<file path="src/rtl/uart_axi_tx_sequencer.sv">
// AXI4-Lite master: programs the UART ctrl register, then streams bytes.
// Optional timeout/error logic: define UART_SEQ_TIMEOUT_EN.
module uart_axi_tx_sequencer #(
  parameter logic [31:0] UART_BASE_ADDR = 32'h2000_0000,
  parameter logic [15:0] BAUD_DIV       = 16'd868,
  parameter logic [7:0]  POLL_GAP       = 8'd16,
  parameter logic [15:0] TIMEOUT_CYCLES = 16'd1024
) (
  input  logic        s_axi_aclk_i,
  input  logic        s_axi_aresetn_i,
  input  logic [7:0]  byte_i,
  input  logic        byte_valid_i,
  output logic        byte_ready_o,
  output logic [31:0] m_axi_araddr_o,
  output logic        m_axi_arvalid_o,
  output logic        m_axi_rready_o,
  input  logic        m_axi_rvalid_i,
  input  logic [31:0] m_axi_rdata_i,
  output logic [31:0] m_axi_awaddr_o,
  output logic        m_axi_awvalid_o,
  output logic [31:0] m_axi_wdata_o,
  output logic [3:0]  m_axi_wstrb_o,
  output logic        m_axi_wvalid_o,
  output logic        m_axi_bready_o,
  input  logic        m_axi_bvalid_i,
  output logic        busy_o,
  output logic [15:0] sent_count_o,
  output logic        err_o,
  input  logic        err_clr_i
);

  typedef enum logic [2:0] {
    CFG_WR,
    WAIT_BYTE,
    POLL_RD,
    POLL_WAIT,
    DATA_WR
  } state_t;

  localparam logic [31:0] CTRL_ADDR = UART_BASE_ADDR;
  localparam logic [31:0] STAT_ADDR = UART_BASE_ADDR + 32'h4;
  localparam logic [31:0] WDAT_ADDR = UART_BASE_ADDR + 32'hC;

  state_t      state_q;
  logic [7:0]  byte_q;
  logic [7:0]  gap_q;
  logic [15:0] sent_q;
  logic        w_done;
  logic        r_done;
  logic        tmo_hit;
  logic        unused_bits;

  assign w_done       = m_axi_awvalid_o & m_axi_bvalid_i;
  assign r_done       = m_axi_arvalid_o & m_axi_rvalid_i;
  assign busy_o       = (state_q != WAIT_BYTE);
  assign sent_count_o = sent_q;

`ifdef UART_SEQ_TIMEOUT_EN
  logic [15:0] tmo_q;
  logic        err_q;
  logic        tmo_st;

  assign tmo_st  = (state_q == CFG_WR) ||
                   (state_q == POLL_RD) ||
                   (state_q == DATA_WR);
  assign tmo_hit = tmo_st && !w_done && !r_done &&
                   (tmo_q == TIMEOUT_CYCLES);
  assign err_o   = err_q;
  assign unused_bits = ^m_axi_rdata_i[31:1];

  // Cycles spent waiting in a bus state; cleared on every state change.
  always_ff @(posedge s_axi_aclk_i or negedge s_axi_aresetn_i) begin
    if (!s_axi_aresetn_i) begin
      tmo_q <= '0;
    end else if (!tmo_st || tmo_hit || w_done || r_done) begin
      tmo_q <= '0;
    end else begin
      tmo_q <= tmo_q + 16'd1;
    end
  end

  // Sticky error; a new timeout beats a simultaneous clear.
  always_ff @(posedge s_axi_aclk_i or negedge s_axi_aresetn_i) begin
    if (!s_axi_aresetn_i) begin
      err_q <= 1'b0;
    end else if (tmo_hit) begin
      err_q <= 1'b1;
    end else if (err_clr_i) begin
      err_q <= 1'b0;
    end
  end
`else
  assign tmo_hit = 1'b0;
  assign err_o   = 1'b0;
  assign unused_bits = ^{err_clr_i, m_axi_rdata_i[31:1]};
`endif

  // Sequencer FSM with registered bus and stream outputs.
  always_ff @(posedge s_axi_aclk_i or negedge s_axi_aresetn_i) begin
    if (!s_axi_aresetn_i) begin
      state_q         <= CFG_WR;
      byte_q          <= '0;
      gap_q           <= '0;
      sent_q          <= '0;
      byte_ready_o    <= 1'b0;
      m_axi_araddr_o  <= '0;
      m_axi_arvalid_o <= 1'b0;
      m_axi_rready_o  <= 1'b0;
      m_axi_awaddr_o  <= '0;
      m_axi_awvalid_o <= 1'b0;
      m_axi_wdata_o   <= '0;
      m_axi_wstrb_o   <= '0;
      m_axi_wvalid_o  <= 1'b0;
      m_axi_bready_o  <= 1'b0;
    end else begin
      unique case (state_q)
        CFG_WR: begin
          if (tmo_hit) begin
            m_axi_awvalid_o <= 1'b0;
            m_axi_wvalid_o  <= 1'b0;
            m_axi_bready_o  <= 1'b0;
          end else if (!m_axi_awvalid_o) begin
            m_axi_awaddr_o  <= CTRL_ADDR;
            m_axi_wdata_o   <= {BAUD_DIV, 16'h0001};
            m_axi_wstrb_o   <= 4'hF;
            m_axi_awvalid_o <= 1'b1;
            m_axi_wvalid_o  <= 1'b1;
            m_axi_bready_o  <= 1'b1;
          end else if (m_axi_bvalid_i) begin
            m_axi_awvalid_o <= 1'b0;
            m_axi_wvalid_o  <= 1'b0;
            m_axi_bready_o  <= 1'b0;
            byte_ready_o    <= 1'b1;
            state_q         <= WAIT_BYTE;
          end
        end
        WAIT_BYTE: begin
          if (byte_valid_i) begin
            byte_q          <= byte_i;
            byte_ready_o    <= 1'b0;
            m_axi_araddr_o  <= STAT_ADDR;
            m_axi_arvalid_o <= 1'b1;
            m_axi_rready_o  <= 1'b1;
            state_q         <= POLL_RD;
          end
        end
        POLL_RD: begin
          if (tmo_hit) begin
            m_axi_arvalid_o <= 1'b0;
            m_axi_rready_o  <= 1'b0;
            byte_ready_o    <= 1'b1;
            state_q         <= WAIT_BYTE;
          end else if (m_axi_rvalid_i) begin
            m_axi_arvalid_o <= 1'b0;
            m_axi_rready_o  <= 1'b0;
            if (m_axi_rdata_i[0]) begin
              gap_q   <= POLL_GAP;
              state_q <= POLL_WAIT;
            end else begin
              m_axi_awaddr_o  <= WDAT_ADDR;
              m_axi_wdata_o   <= {24'h0, byte_q};
              m_axi_wstrb_o   <= 4'b0001;
              m_axi_awvalid_o <= 1'b1;
              m_axi_wvalid_o  <= 1'b1;
              m_axi_bready_o  <= 1'b1;
              state_q         <= DATA_WR;
            end
          end
        end
        POLL_WAIT: begin
          if (gap_q == 8'd0) begin
            m_axi_araddr_o  <= STAT_ADDR;
            m_axi_arvalid_o <= 1'b1;
            m_axi_rready_o  <= 1'b1;
            state_q         <= POLL_RD;
          end else begin
            gap_q <= gap_q - 8'd1;
          end
        end
        DATA_WR: begin
          if (tmo_hit || m_axi_bvalid_i) begin
            m_axi_awvalid_o <= 1'b0;
            m_axi_wvalid_o  <= 1'b0;
            m_axi_bready_o  <= 1'b0;
            byte_ready_o    <= 1'b1;
            state_q         <= WAIT_BYTE;
            if (!tmo_hit) begin
              sent_q <= sent_q + 16'd1;
            end
          end
        end
        default: begin
          state_q <= CFG_WR;
        end
      endcase
    end
  end

endmodule

</file>
<file path="config.mk">
export PLATFORM = sky130hd
export DESIGN_NAME = uart_axi_tx_sequencer
export DESIGN_NICKNAME = d
export VERILOG_FILES = /design/src/rtl/uart_axi_tx_sequencer.sv
export SDC_FILE = /design/constraint.sdc
export NUM_CORES = 1
export LEC_CHECK = 0
export CORE_MARGIN = 2
export CORE_UTILIZATION = 35
export CTS_CLUSTER_DIAMETER = 40
export DETAILED_ROUTE_END_ITERATION = 12
export PLACE_DENSITY = 0.85
export SLEW_MARGIN = 25
export SYNTH_ARGS = -nofsm -noshare
export SYNTH_HDL_FRONTEND = slang
export SYNTH_SLANG_ARGS = --single-unit
</file>
<file path="constraint.sdc">
create_clock -name s_axi_aclk_i -period 1.43 [get_ports s_axi_aclk_i]
set_input_delay 0.286 -clock s_axi_aclk_i [delete_from_list [all_inputs] [get_ports s_axi_aclk_i]]
set_output_delay 0.286 -clock s_axi_aclk_i [all_outputs]
set_load 0.01 [all_outputs]
</file>
==> Yosys cells after proc, flatten, opt, wreduce, memory -nomap -nowiden <==
Index checks and enable logic that the tools add are counted.
{ "op_classes": {"addsub": 2, "n_eq_ne": 14, "muxes": 46, "n_reduce_logical": 18} }
{ "ops": {"columns": ["op", "n"], "rows": [
  ["two-way mux 32 bit", 8],
  ["one-hot mux 32 bit (2 select lines)", 3],
  ["two-way mux 8 bit", 3],
  ["AND reduction 4 bit", 5],
  ["two-way mux 3 bit", 6],
  ["!= test 2 bit, second input constant", 9],
  ["adder 16 x 1 -> 16 bit, second input constant", 1],
  ["one-hot mux 8 bit (2 select lines)", 1],
  ["two-way mux 1 bit", 15],
  ["one-hot mux 1 bit (3 select lines)", 5],
  ["one-hot mux 3 bit (5 select lines)", 1],
  ["two-way mux 4 bit", 3],
  ["AND reduction 3 bit", 3],
  ["nonzero test 3 bit", 3],
  ["logical NOT 8 bit", 1],
  ["one-hot mux 4 bit (2 select lines)", 1],
  ["subtractor 8 x 1 -> 8 bit, second input constant", 1],
  ["equality test 3 x 2 -> 1 bit, second input constant", 2],
  ["nonzero test 2 bit", 3],
  ["AND reduction 2 bit", 2],
  ["equality test 3 x 1 -> 1 bit, second input constant", 1],
  ["equality test 3 bit, second input constant", 1],
  ["logical NOT 3 bit", 1],
  ["!= test 3 x 1 -> 1 bit, second input constant", 1]
]} }
{ "word_totals": {"regBits": 140, "inputBits": 46, "output_inout_bits": 124, "word_cells": 93} }

==> Longest topological paths before layout <==
{ "depth": {"depth_word": 3, "mapped_depth": 6, "mapped_depth_nobuf": 6} }

==> Worst setup path after synthesis <==
OpenSTA, ideal clock, no wires.
{ "synth_timing": {"path_type": "register to register", "startpoint": "register state_q[0]", "endpoint": "register byte_q[1]", "setup_ns": 0.128, "arrival_time_ns": 1.451, "required_time_ns": 1.302, "path_slack_ns": -0.148, "path_stages_with_launch": 6, "path_buffers": 2, "synth_period_minus_slack_ns": 1.578, "path_cell_list": "dfrtp_1 buf_6 or3b_1 nor2_2 buf_4 mux2_1"} }
{ "synth_via": {"elab_chain_len": 2} }
{ "synth_rtl": {"columns": ["element", "line_no", "source"], "rows": [
  ["from (decl)", "44", "state_t state_q;"],
  ["from (signal assigned)", "101", "state_q <= CFG_WR;"],
  ["from (signal assigned)", "134", "state_q <= WAIT_BYTE;"],
  ["from (signal assigned)", "144", "state_q <= POLL_RD;"],
  ["equality test 3 x 1 -> 1 bit", "116", "unique case (state_q)"],
  ["AND reduction 2 bit (no line)", null, null],
  ["to (signal assigned)", "139", "byte_q <= byte_i;"],
  ["to (decl)", "45", "logic [7:0] byte_q;"]
]} }
Every way passes these cells.
A chain may end at the register's enable or synchronous reset.

==> Worst setup path in the final report <==
{ "layout_timing": {"startpoint": "register state_q[2]", "endpoint": "output busy_o"} }
{ "layout_via": {"elab_chain_len": 1} }
{ "layout_rtl": {"columns": ["element", "line_no", "source"], "rows": [
  ["!= test 3 x 1 -> 1 bit", "55", "assign busy_o = (state_q != WAIT_BYTE);"],
  ["to (decl)", "26", "output logic busy_o,"]
]} }
Every way passes these cells.

==> metrics.cfg <==
[critical_path]
crit_family=simple AND/OR/NAND/NOR gates
endpoint=busy_o
crit_start=state_q[2]
r2r_cells=6
worst_setup_path_start_kind=flop
critical_path_required_ns=1.14
r2r_start=state_q[0]
critPathKind=reg -> out
cp_num_cells=2
reg2reg_to=sent_count_o[15]
path_buf_inv=1
endpoint_kind=output pin
regToRegSetupSlack_ns=-0.16
worstPathMaxFanout=3
path_cells=or3b_4 > buf_6
critPathSlowestCell=or3b_4
arrival_ns=1.31
slowest_delay_ns=0.45

[clock_tree]
cts_root_buffer=clkbuf_8
clock_tree.buffer_depth=2
cts_sinks=52
cts-buffers-inserted=5
clkTransAtPathRegs_ns=0.10
cts_tree=done
clk_latency_ns=0.31
htree_num_levels=2

[pwr]
swShare=0.370
cellInternalPower_mw=4.20
clockPowerShare=0.158
comb_power_share=0.504
power_switching_mw=2.47
power.density_nw_per_um2=1630
p_leak_nw=2.15
power_frac_seq=0.338
vdd_drop_max_mv=0.872

[routing]
routedWlPerCell_um=13.3
route.detailed.drc=0
vias=2211
wirelength_um=6790
ant_nets=0
first_pass_iters=4
drt-vias-per-instance=4.32
drtIter0Drc=26

[grt]
grt_pass1_vias=2191
grt_pass1_wl_um=10400
grt_use_total=0.143
gr-total-overflow=0
grt_max_degree=21
antenna_found_initial=0

[final_layout]
finish.utilization=0.495
diodes=0
fin_nets=455
layout-drive-gt1-share=0.290
area_growth_pct=36.6
n_fill_cell=757

[timing]
finalWorstSetupSlack_ns=-0.169
maxSlewViolCount=0
rsz0062_at_grt=true
setup_viol=32
fin_hold_ws_ns=0.430
fin_tns_setup_ns=-2.59
finClkSkew_ns=0.00333
fin_crit_sh=1.12
period_needed_ns=1.60
hold_viol_final=0
fmax_ghz=0.625

[synth]
synth_edf_count=0
yosysSeqAreaShare=0.435
post-synth-top-count-cell=buf_4
ys.flop_type=dfrtp_1
async_flop_share=1.00
synth-seq-cells=52
synth_top_cell_by_area=dfrtp_1
synth_cell_type_count=42
synth.area.top_cells=dfrtp_1 43%, buf_4 23%, nand2_1 3.6%
synth_area_um2=2990
synthCells=297
synth_common_cells=92 x buf_4, 52 x dfrtp_1, 29 x nand2_1, 12 x nor2_1
syn_area_per_cell_um2=10.1
synth_top_cell_area_share=0.435
yosys_warnings=0

[floorplan]
ios=170
die_area_um2=9310
die_height_um=96.5
core_um2=8260
die_width_um=96.5
initial_utilization=0.363
row_count=33

[place]
dp_hpwl_um=4720
port_buffers=58
gp_congestion=0.822

[run]
max_cap_viol_count=0

[run_status]
violations=setup timing
status=finished, violations left

[worst_hold_path]
hp-class=in -> async

[metrics by stage]
stage / total power [mW] / setup WS (ns) / instances / cell area, µm²
after floorplan: 3.91 / -0.0876 / 375 / 3300
after global placement: 4.92 / -0.327 / 479 / 3590
after detailed placement: 5.05 / -0.369 / 479 / 3590
after CTS: 6.29 / -0.189 / 508 / 3920
after global routing: 7.10 / -0.230 / 512 / 4090
final: 6.67 / -0.169 / 512 / 4090
[state kept, by name, summed over array words and instances (netlist names)]
register and flops:
m_axi_wstrb_o 2, state_q 3, sent_count_o 16, m_axi_awaddr_o 1, gap_q 8, m_axi_bready_o 1, byte_ready_o 1, m_axi_araddr_o 1
m_axi_rready_o 1, m_axi_wvalid_o 1, m_axi_wdata_o 8, byte_q 8, m_axi_awvalid_o 1
[cell type report]
type | instances | area (µm²) | share of cell area
inverters | 11 | 41.3 | 0.0101
well taps | 105 | 131 | 0.0321
clock inverters | 3 | 46.3 | 0.0113
clock buffers | 5 | 68.8 | 0.0168
multi-input cells | 216 | 1430 | 0.350
flip-flops and latches | 52 | 1300 | 0.319
repair buffers | 120 | 1070 | 0.261
[how the worst min path moves through the flow]
stage / start / to / slack (ns)
after floorplan: s_axi_aresetn_i / byte_q[0] / -0.01
after global placement: s_axi_aresetn_i / m_axi_rready_o / 0.23
after detailed placement: s_axi_aresetn_i / m_axi_araddr_o[2] / 0.24
after CTS: s_axi_aresetn_i / m_axi_araddr_o[2] / 0.44
after global routing: s_axi_aresetn_i / gap_q[2] / 0.46
final: s_axi_aresetn_i / m_axi_araddr_o[2] / 0.43
[per-layer routing]
metal / track usage / wire (µm)
met3: 0.0310 / 411
met2: 0.262 / 3640
met5: 0 / 0
met1: 0.162 / 2560
met4: 0.0552 / 183
[layout by cell type, fill, tap and decap left out, types with 2 or more instances in the layout]
master / n
buf_6: 14
nand4_1: 4
nand2_1: 23
nand2_4: 2
nand2_2: 4
a21oi_1: 6
xor2_1: 4
nor2_4: 6
nand3_1: 5
dlygate4sd2_1: 35
clkbuf_8: 5
clkdlybuf4s15_1: 9
buf_2: 3
ha_1: 2
nor2_1: 8
o211ai_1: 2
inv_2: 2
nand2b_1: 2
dfrtp_1: 50
mux2i_1: 5
dfrtp_2: 2
clkdlybuf4s50_1: 12
inv_1: 9
and3_1: 3
nand3_2: 5
xnor2_1: 10
a22o_1: 7
buf_4: 44
a21oi_2: 2
mux2_4: 7
conb_1: 79
buf_12: 2
o21ai_0: 3
nor3_1: 3
nor4_4: 3
[kinds of logic (layout without fill, tap and decap cells)]
family / after synthesis / after routing / synth area share
other: 1 / 79 / 0.00125
xor gates and xnor gates: 15 / 15 / 0.0439
adders and majority gates: 3 / 3 / 0.0125
DFF: 52 / 52 / 0.435
and+or+nand+nor: 78 / 78 / 0.144
AOI/OAI and AO/OA: 29 / 29 / 0.0656
buffers and inverters: 107 / 139 / 0.255
muxes: 12 / 12 / 0.0430
[power groups by stage]
stage                     clock network (mW)  registers (mW)  logic [mW]
after floorplan                            0            2.32        1.59
after global placement                     0            2.26        2.66
after detailed placement                   0            2.29        2.77
after CTS                               1.08            2.21        3.00
after global routing                    1.13            2.32        3.65
final                                   1.05            2.26        3.36
[what timing repair did]
item | 4_1_cts | 5_1_grt
setup endpoints to repair | 73 | 58
resized for setup | 82 | 38
cloned | 1 | 0
setup buffers | 19 | 4
endpoints found under the hold margin | 14 | 0
pin swaps | 25 | 21
hold buffers | 1 | 0
No activity file was read; power rests on OpenSTA's default activity.
